--- src/rtl/muldiv_wb_unit.sv ---
// Iterative RV32M multiply/divide unit driving the register-file write port.
// Define MULDIV_FAST_MUL_EN to route multiplies through a single-cycle multiplier.
module muldiv_wb_unit #(
  parameter int XLEN = 32
) (
  input  logic            clk,
  input  logic            reset,
  input  logic            start,
  input  logic [2:0]      funct3,
  input  logic [XLEN-1:0] rs1_data,
  input  logic [XLEN-1:0] rs2_data,
  input  logic [4:0]      rd_in,
  output logic            stall,
  output logic            busy,
  output logic            reg_write,
  output logic [4:0]      rd_sel,
  output logic [XLEN-1:0] wb_data
);

  typedef enum logic [1:0] {IDLE, CALC, DONE} state_t;

  localparam logic [XLEN-1:0] MIN_INT = {1'b1, {(XLEN-1){1'b0}}};

  state_t state, state_n;

  logic [XLEN-1:0] hi, lo, opb, res_q;
  logic [2:0]      f3_q;
  logic [4:0]      rd_q, cnt;
  logic            neg_q;

  logic            load, load_spec, step, finish;

  // Operand decode, evaluated while IDLE
  logic            is_div, sign_a, sign_b, neg_a, neg_b;
  logic            div_zero, div_ovf, take_spec;
  logic [XLEN-1:0] a_mag, b_mag, spec_val;

  // Iteration datapath
  logic [XLEN:0]     mul_sum, div_shift;
  logic              div_ge;
  logic [XLEN-1:0]   hi_n, lo_n;
  logic [2*XLEN-1:0] prod_s;
  logic [XLEN-1:0]   div_raw, fin_res;

`ifdef MULDIV_FAST_MUL_EN
  logic signed [XLEN:0]     fast_a, fast_b;
  logic signed [2*XLEN-1:0] fast_p;
`endif

  always_comb begin
    is_div   = funct3[2];
    sign_a   = (funct3 != 3'd3) && (funct3 != 3'd5) && (funct3 != 3'd7);
    sign_b   = (funct3 == 3'd0) || (funct3 == 3'd1) || (funct3 == 3'd4) || (funct3 == 3'd6);
    neg_a    = sign_a && rs1_data[XLEN-1];
    neg_b    = sign_b && rs2_data[XLEN-1];
    a_mag    = neg_a ? ('0 - rs1_data) : rs1_data;
    b_mag    = neg_b ? ('0 - rs2_data) : rs2_data;
    div_zero = is_div && (rs2_data == '0);
    div_ovf  = is_div && !funct3[0] && (rs1_data == MIN_INT) && (rs2_data == '1);
    if (div_zero)
      spec_val = funct3[1] ? rs1_data : '1;
    else
      spec_val = funct3[1] ? '0 : MIN_INT;
    take_spec = div_zero || div_ovf;
`ifdef MULDIV_FAST_MUL_EN
    // Sign-extend to 33 bits so one signed multiply covers all four variants.
    fast_a = {sign_a && rs1_data[XLEN-1], rs1_data};
    fast_b = {sign_b && rs2_data[XLEN-1], rs2_data};
    fast_p = fast_a * fast_b;
    if (!is_div) begin
      take_spec = 1'b1;
      spec_val  = (funct3 == 3'd0) ? fast_p[XLEN-1:0] : fast_p[2*XLEN-1:XLEN];
    end
`endif
  end

  always_comb begin
    mul_sum   = {1'b0, hi} + (lo[0] ? {1'b0, opb} : '0);
    div_shift = {hi, lo[XLEN-1]};
    div_ge    = div_shift >= {1'b0, opb};
    if (f3_q[2]) begin
      hi_n = div_ge ? (div_shift[XLEN-1:0] - opb) : div_shift[XLEN-1:0];
      lo_n = {lo[XLEN-2:0], div_ge};
    end else begin
      hi_n = mul_sum[XLEN:1];
      lo_n = {mul_sum[0], lo[XLEN-1:1]};
    end
    prod_s  = neg_q ? ('0 - {hi_n, lo_n}) : {hi_n, lo_n};
    div_raw = f3_q[1] ? hi_n : lo_n;
    if (f3_q[2])
      fin_res = neg_q ? ('0 - div_raw) : div_raw;
    else
      fin_res = (f3_q == 3'd0) ? prod_s[XLEN-1:0] : prod_s[2*XLEN-1:XLEN];
  end

  always_ff @(posedge clk or posedge reset) begin
    if (reset) state <= IDLE;
    else       state <= state_n;
  end

  always_comb begin
    state_n   = state;
    load      = 1'b0;
    load_spec = 1'b0;
    step      = 1'b0;
    finish    = 1'b0;
    case (state)
      IDLE: begin
        if (start) begin
          if (take_spec) begin
            state_n   = DONE;
            load_spec = 1'b1;
          end else begin
            state_n = CALC;
            load    = 1'b1;
          end
        end
      end
      CALC: begin
        step = 1'b1;
        if (cnt == 5'd31) begin
          state_n = DONE;
          finish  = 1'b1;
        end
      end
      DONE:    state_n = IDLE;
      default: state_n = IDLE;
    endcase
  end

  always_ff @(posedge clk or posedge reset) begin
    if (reset) begin
      hi    <= '0;
      lo    <= '0;
      opb   <= '0;
      res_q <= '0;
      f3_q  <= '0;
      rd_q  <= '0;
      cnt   <= '0;
      neg_q <= 1'b0;
    end else begin
      if (load) begin
        hi    <= '0;
        lo    <= a_mag;
        opb   <= b_mag;
        f3_q  <= funct3;
        rd_q  <= rd_in;
        cnt   <= '0;
        // Remainder follows the dividend only; everything else follows the operand-sign XOR.
        neg_q <= (funct3 == 3'd6) ? neg_a : (neg_a ^ neg_b);
      end else if (load_spec) begin
        f3_q  <= funct3;
        rd_q  <= rd_in;
        res_q <= spec_val;
      end
      if (step) begin
        hi  <= hi_n;
        lo  <= lo_n;
        cnt <= cnt + 5'd1;
        if (finish) res_q <= fin_res;
      end
    end
  end

  assign busy      = (state != IDLE);
  assign stall     = busy || start;
  assign reg_write = (state == DONE) && (rd_q != 5'd0);
  assign rd_sel    = rd_q;
  assign wb_data   = res_q;

endmodule

--- config.mk ---
export PLATFORM = sky130hd
export DESIGN_NAME = muldiv_wb_unit
export DESIGN_NICKNAME = d
export VERILOG_FILES = /design/src/rtl/muldiv_wb_unit.sv
export SDC_FILE = /design/constraint.sdc
export NUM_CORES = 1
export LEC_CHECK = 0
export ABC_AREA = 1
export BUFFER_PORTS_ARGS = -buffer_cell sky130_fd_sc_hd__buf_2
export CELL_PAD_IN_SITES_DETAIL_PLACEMENT = 0
export CELL_PAD_IN_SITES_GLOBAL_PLACEMENT = 2
export CORE_MARGIN = 1.5
export CORE_UTILIZATION = 25
export DETAILED_ROUTE_END_ITERATION = 6
export GPL_TIMING_DRIVEN = 1
export PLACE_DENSITY_LB_ADDON = 0.1
export SLEW_MARGIN = 10
export SYNTH_ARGS = -nofsm -noshare
export SYNTH_HDL_FRONTEND = slang
export SYNTH_SLANG_ARGS = --single-unit
export TNS_END_PERCENT = 30
--- constraint.sdc ---
create_clock -name clk -period 13.65 [get_ports clk]
set_input_delay 2.73 -clock clk [delete_from_list [all_inputs] [get_ports clk]]
set_output_delay 2.73 -clock clk [all_outputs]
set_load 0.02 [all_outputs]
==> impl_metrics.toml <==
[run_status]
status = "complete, no violations"

[clock_tree]
cts_tree = "yes"
cts-root-buf = "clkbuf_16"
numCtsBuffers = 17
clkSinkCount = 144
cts-htree-levels = 4
cts_hold_buf = 0
cts_setup_buffers = 0
cts_buffer_depth = 2
cts.clk_slew.worst_paths_ns = 0.07
cts_resized = 0
clock_latency_ns = 0.49

[detailed_routing]
routed.top_layer = "met4"
vias_per_cell = 5.042
drt-total-wl_um = 93240
drt-met1-wl_um = 45620
drc = 0
post_drt_wl_per_cell_um = 22.61
drt-initial-drc-count = 1952
dr_wl_met2_um = 38950
ant_nets = 0
via_count = 20790
dr_wl_met3_um = 7363
dr.pass1.iters = 5

[place]
dp_hpwl_um = 76140
gp_congestion = 0.9174
place_area_um2 = 19530
io_buffers = 114
dp_cells = 4090

[grt]
gr-total-overflow = 0
grt_pass1_vias = 19900
grt_max_degree = 79
antenna_found_initial = 1
grt_usage = 0.2501
grt_pass1_wl_um = 135800

[die]
initial_core_util = 0.2522
coreArea_um2 = 71490
die_w_um = 271.6
ios = 115
die_h_um = 271.6
rows = 98
die_area_um2 = 73750

[sta]
finalHoldViolCount = 0
maxSlewViolCount = 0
min_period_ns = 6.275
maxSlewHeadroom = 0.2690
setup_tns_ns = 0
setup_viol = 0
tightestPinTransition_ns = 1.085
fin_crit_sh = 0.4597
skew_ns = 0.01532
fmax_ghz = 0.1594
rsz0062_at_grt = "no"

[logic_synthesis]
synth_edf_count = 0
ys_top_cells_by_area = "nand2_1 21%, dfrtp_1 20%, inv_1 8.6%"
async_reset_ff_frac = 1.000
yosysUniqueCellTypes = 60
syn_area_um2 = 18030
yosysTopAreaCellShare = 0.2080
syn_avg_cell_area_um2 = 5.819
synth_ff_type = "dfrtp_1"
yosysWarnings = 0
synth_nets = 3247
netlist_instances = 3099
ys_seq_area_frac = 0.1998
synth_top_area_cell = "nand2_1"
synth-seq-cells = 144

[cells_and_area]
fin_area_um2 = 20100
final_core_util = 0.2812
final_cells = 4123
area_growth_pct = 11.48
drive_gt1_frac = 0.1006
final_nets = 3307

[critical_path]
required_ns = 14.01
critPathKind = "input port to flip-flop"
reg2reg_slack_ns = 7.59
end_kind = "flip-flop"
path_max_fanout = 14
arrival_ns = 6.64
crit_path_start_kind = "input port"

[min_path]
holdCritPathClass = "flip-flop to flip-flop"

[run]
timing.max_cap.violations = 0
-- cell usage after synthesis, types with 16 or more instances --
cell type / n
nor2_1: 330
o21ai_0: 162
nand2_1: 999
nor2_2: 16
nand4_1: 86
nor3_1: 26
o221ai_1: 28
buf_2: 23
inv_1: 412
clkbuf_1: 57
nand2_2: 19
o21ai_1: 26
xnor2_1: 17
xor2_1: 67
dfrtp_1: 144
nand3_1: 243
o21ai_2: 21
ha_1: 71
a21oi_1: 114
nand3_2: 22
-- kinds of logic after synthesis --
family / after synthesis / synth area share
AOI/OAI and AO/OA: 451 / 0.1507
xor gates and xnor gates: 84 / 0.04080
adders and majority gates: 73 / 0.05148
buffers and inverters: 533 / 0.1178
DFF: 144 / 0.1998
muxes: 1 / 0.0006244
and+or+nand+nor: 1813 / 0.4387
-- metrics by stage --
| step | hold slack [ns] | setup slack [ns] |
|---|---|---|
| 6_report | 0.4939 | 7.375 |
| 5_1_grt | 0.5136 | 7.058 |
| 4_1_cts | 0.4934 | 7.326 |
| 3_5_place_dp | 0.4718 | 6.809 |
| 3_3_place_gp | 0.4710 | 6.912 |
| 2_1_floorplan | 0.4585 | 7.054 |
-- cells in the final DEF (no fill, tap or decap), types with 19 or more instances in the layout --
cell type / instances
nand2_2: 19
inv_1: 411
ha_1: 71
o21ai_0: 162
nor3_1: 26
nand2_1: 999
dfrtp_1: 142
buf_4: 29
nand3_1: 243
nand4_1: 86
o21ai_2: 21
nand3_2: 22
a21oi_1: 114
xor2_1: 67
buf_2: 114
o221ai_1: 28
o21ai_1: 26
nor2_1: 330
-- critical path, stage by stage --
cell	delay, ns
buf_2	0.10
inv_1	0.09
ha_1	0.16
inv_1	0.05
nor3_2	0.14
nand3_1	0.14
nor3_2	0.23
inv_1	0.07
nor4_1	0.55
nand2_1	0.65
nand2_1	0.41
nand3_1	0.72
a221oi_1	0.51
nor2_1	0.08
-- final cells by class --
cell class / instances / area (µm²)
diodes: 1 / 2.502
multi-input cells: 2422 / 12320
clock buffers: 18 / 429.2
fillers: 8248 / 51380
clock inverters: 14 / 146.4
well taps: 950 / 1189
inverters: 431 / 1623
repair buffers: 143 / 788.3
flip-flops and latches: 144 / 3608
-- final timing paths --
path | start | end | cells after the start
setup / recovery | rs2_data[0] | wb_data[16]$_DFF_PP0_ | 14
hold / removal | wb_data[0]$_DFF_PP0_ | wb_data[0]$_DFF_PP0_ | 2
setup reg to reg | opb[31]$_DFFE_PP0P_ | wb_data[30]$_DFF_PP0_ | 28
hold reg to reg | wb_data[0]$_DFF_PP0_ | wb_data[0]$_DFF_PP0_ | 2
max in group asynchronous | reset | opb[20]$_DFFE_PP0P_ | 3
min in group asynchronous | reset | rd_sel[2]$_DFFE_PP0P_ | 2
-- routing by layer --
| metal | track usage | up-vias |
|---|---|---|
| li1 | - | 10190 |
| met1 | 0.3627 | 9888 |
| met2 | 0.3683 | 655 |
| met3 | 0.06555 | 53 |
| met4 | 0.05015 | 0 |
| met5 | 0 | - |
-- flip-flops by register name (all words and copies together) (netlist names) --
register	flops
cnt	5
f3_q	3
hi	32
lo	32
neg_q	1
opb	32
rd_sel	5
state	2
wb_data	32
Power is left out: the tool's default activity adds up to more than one toggle a clock period on the data nets, which glitch-free logic cannot reach.
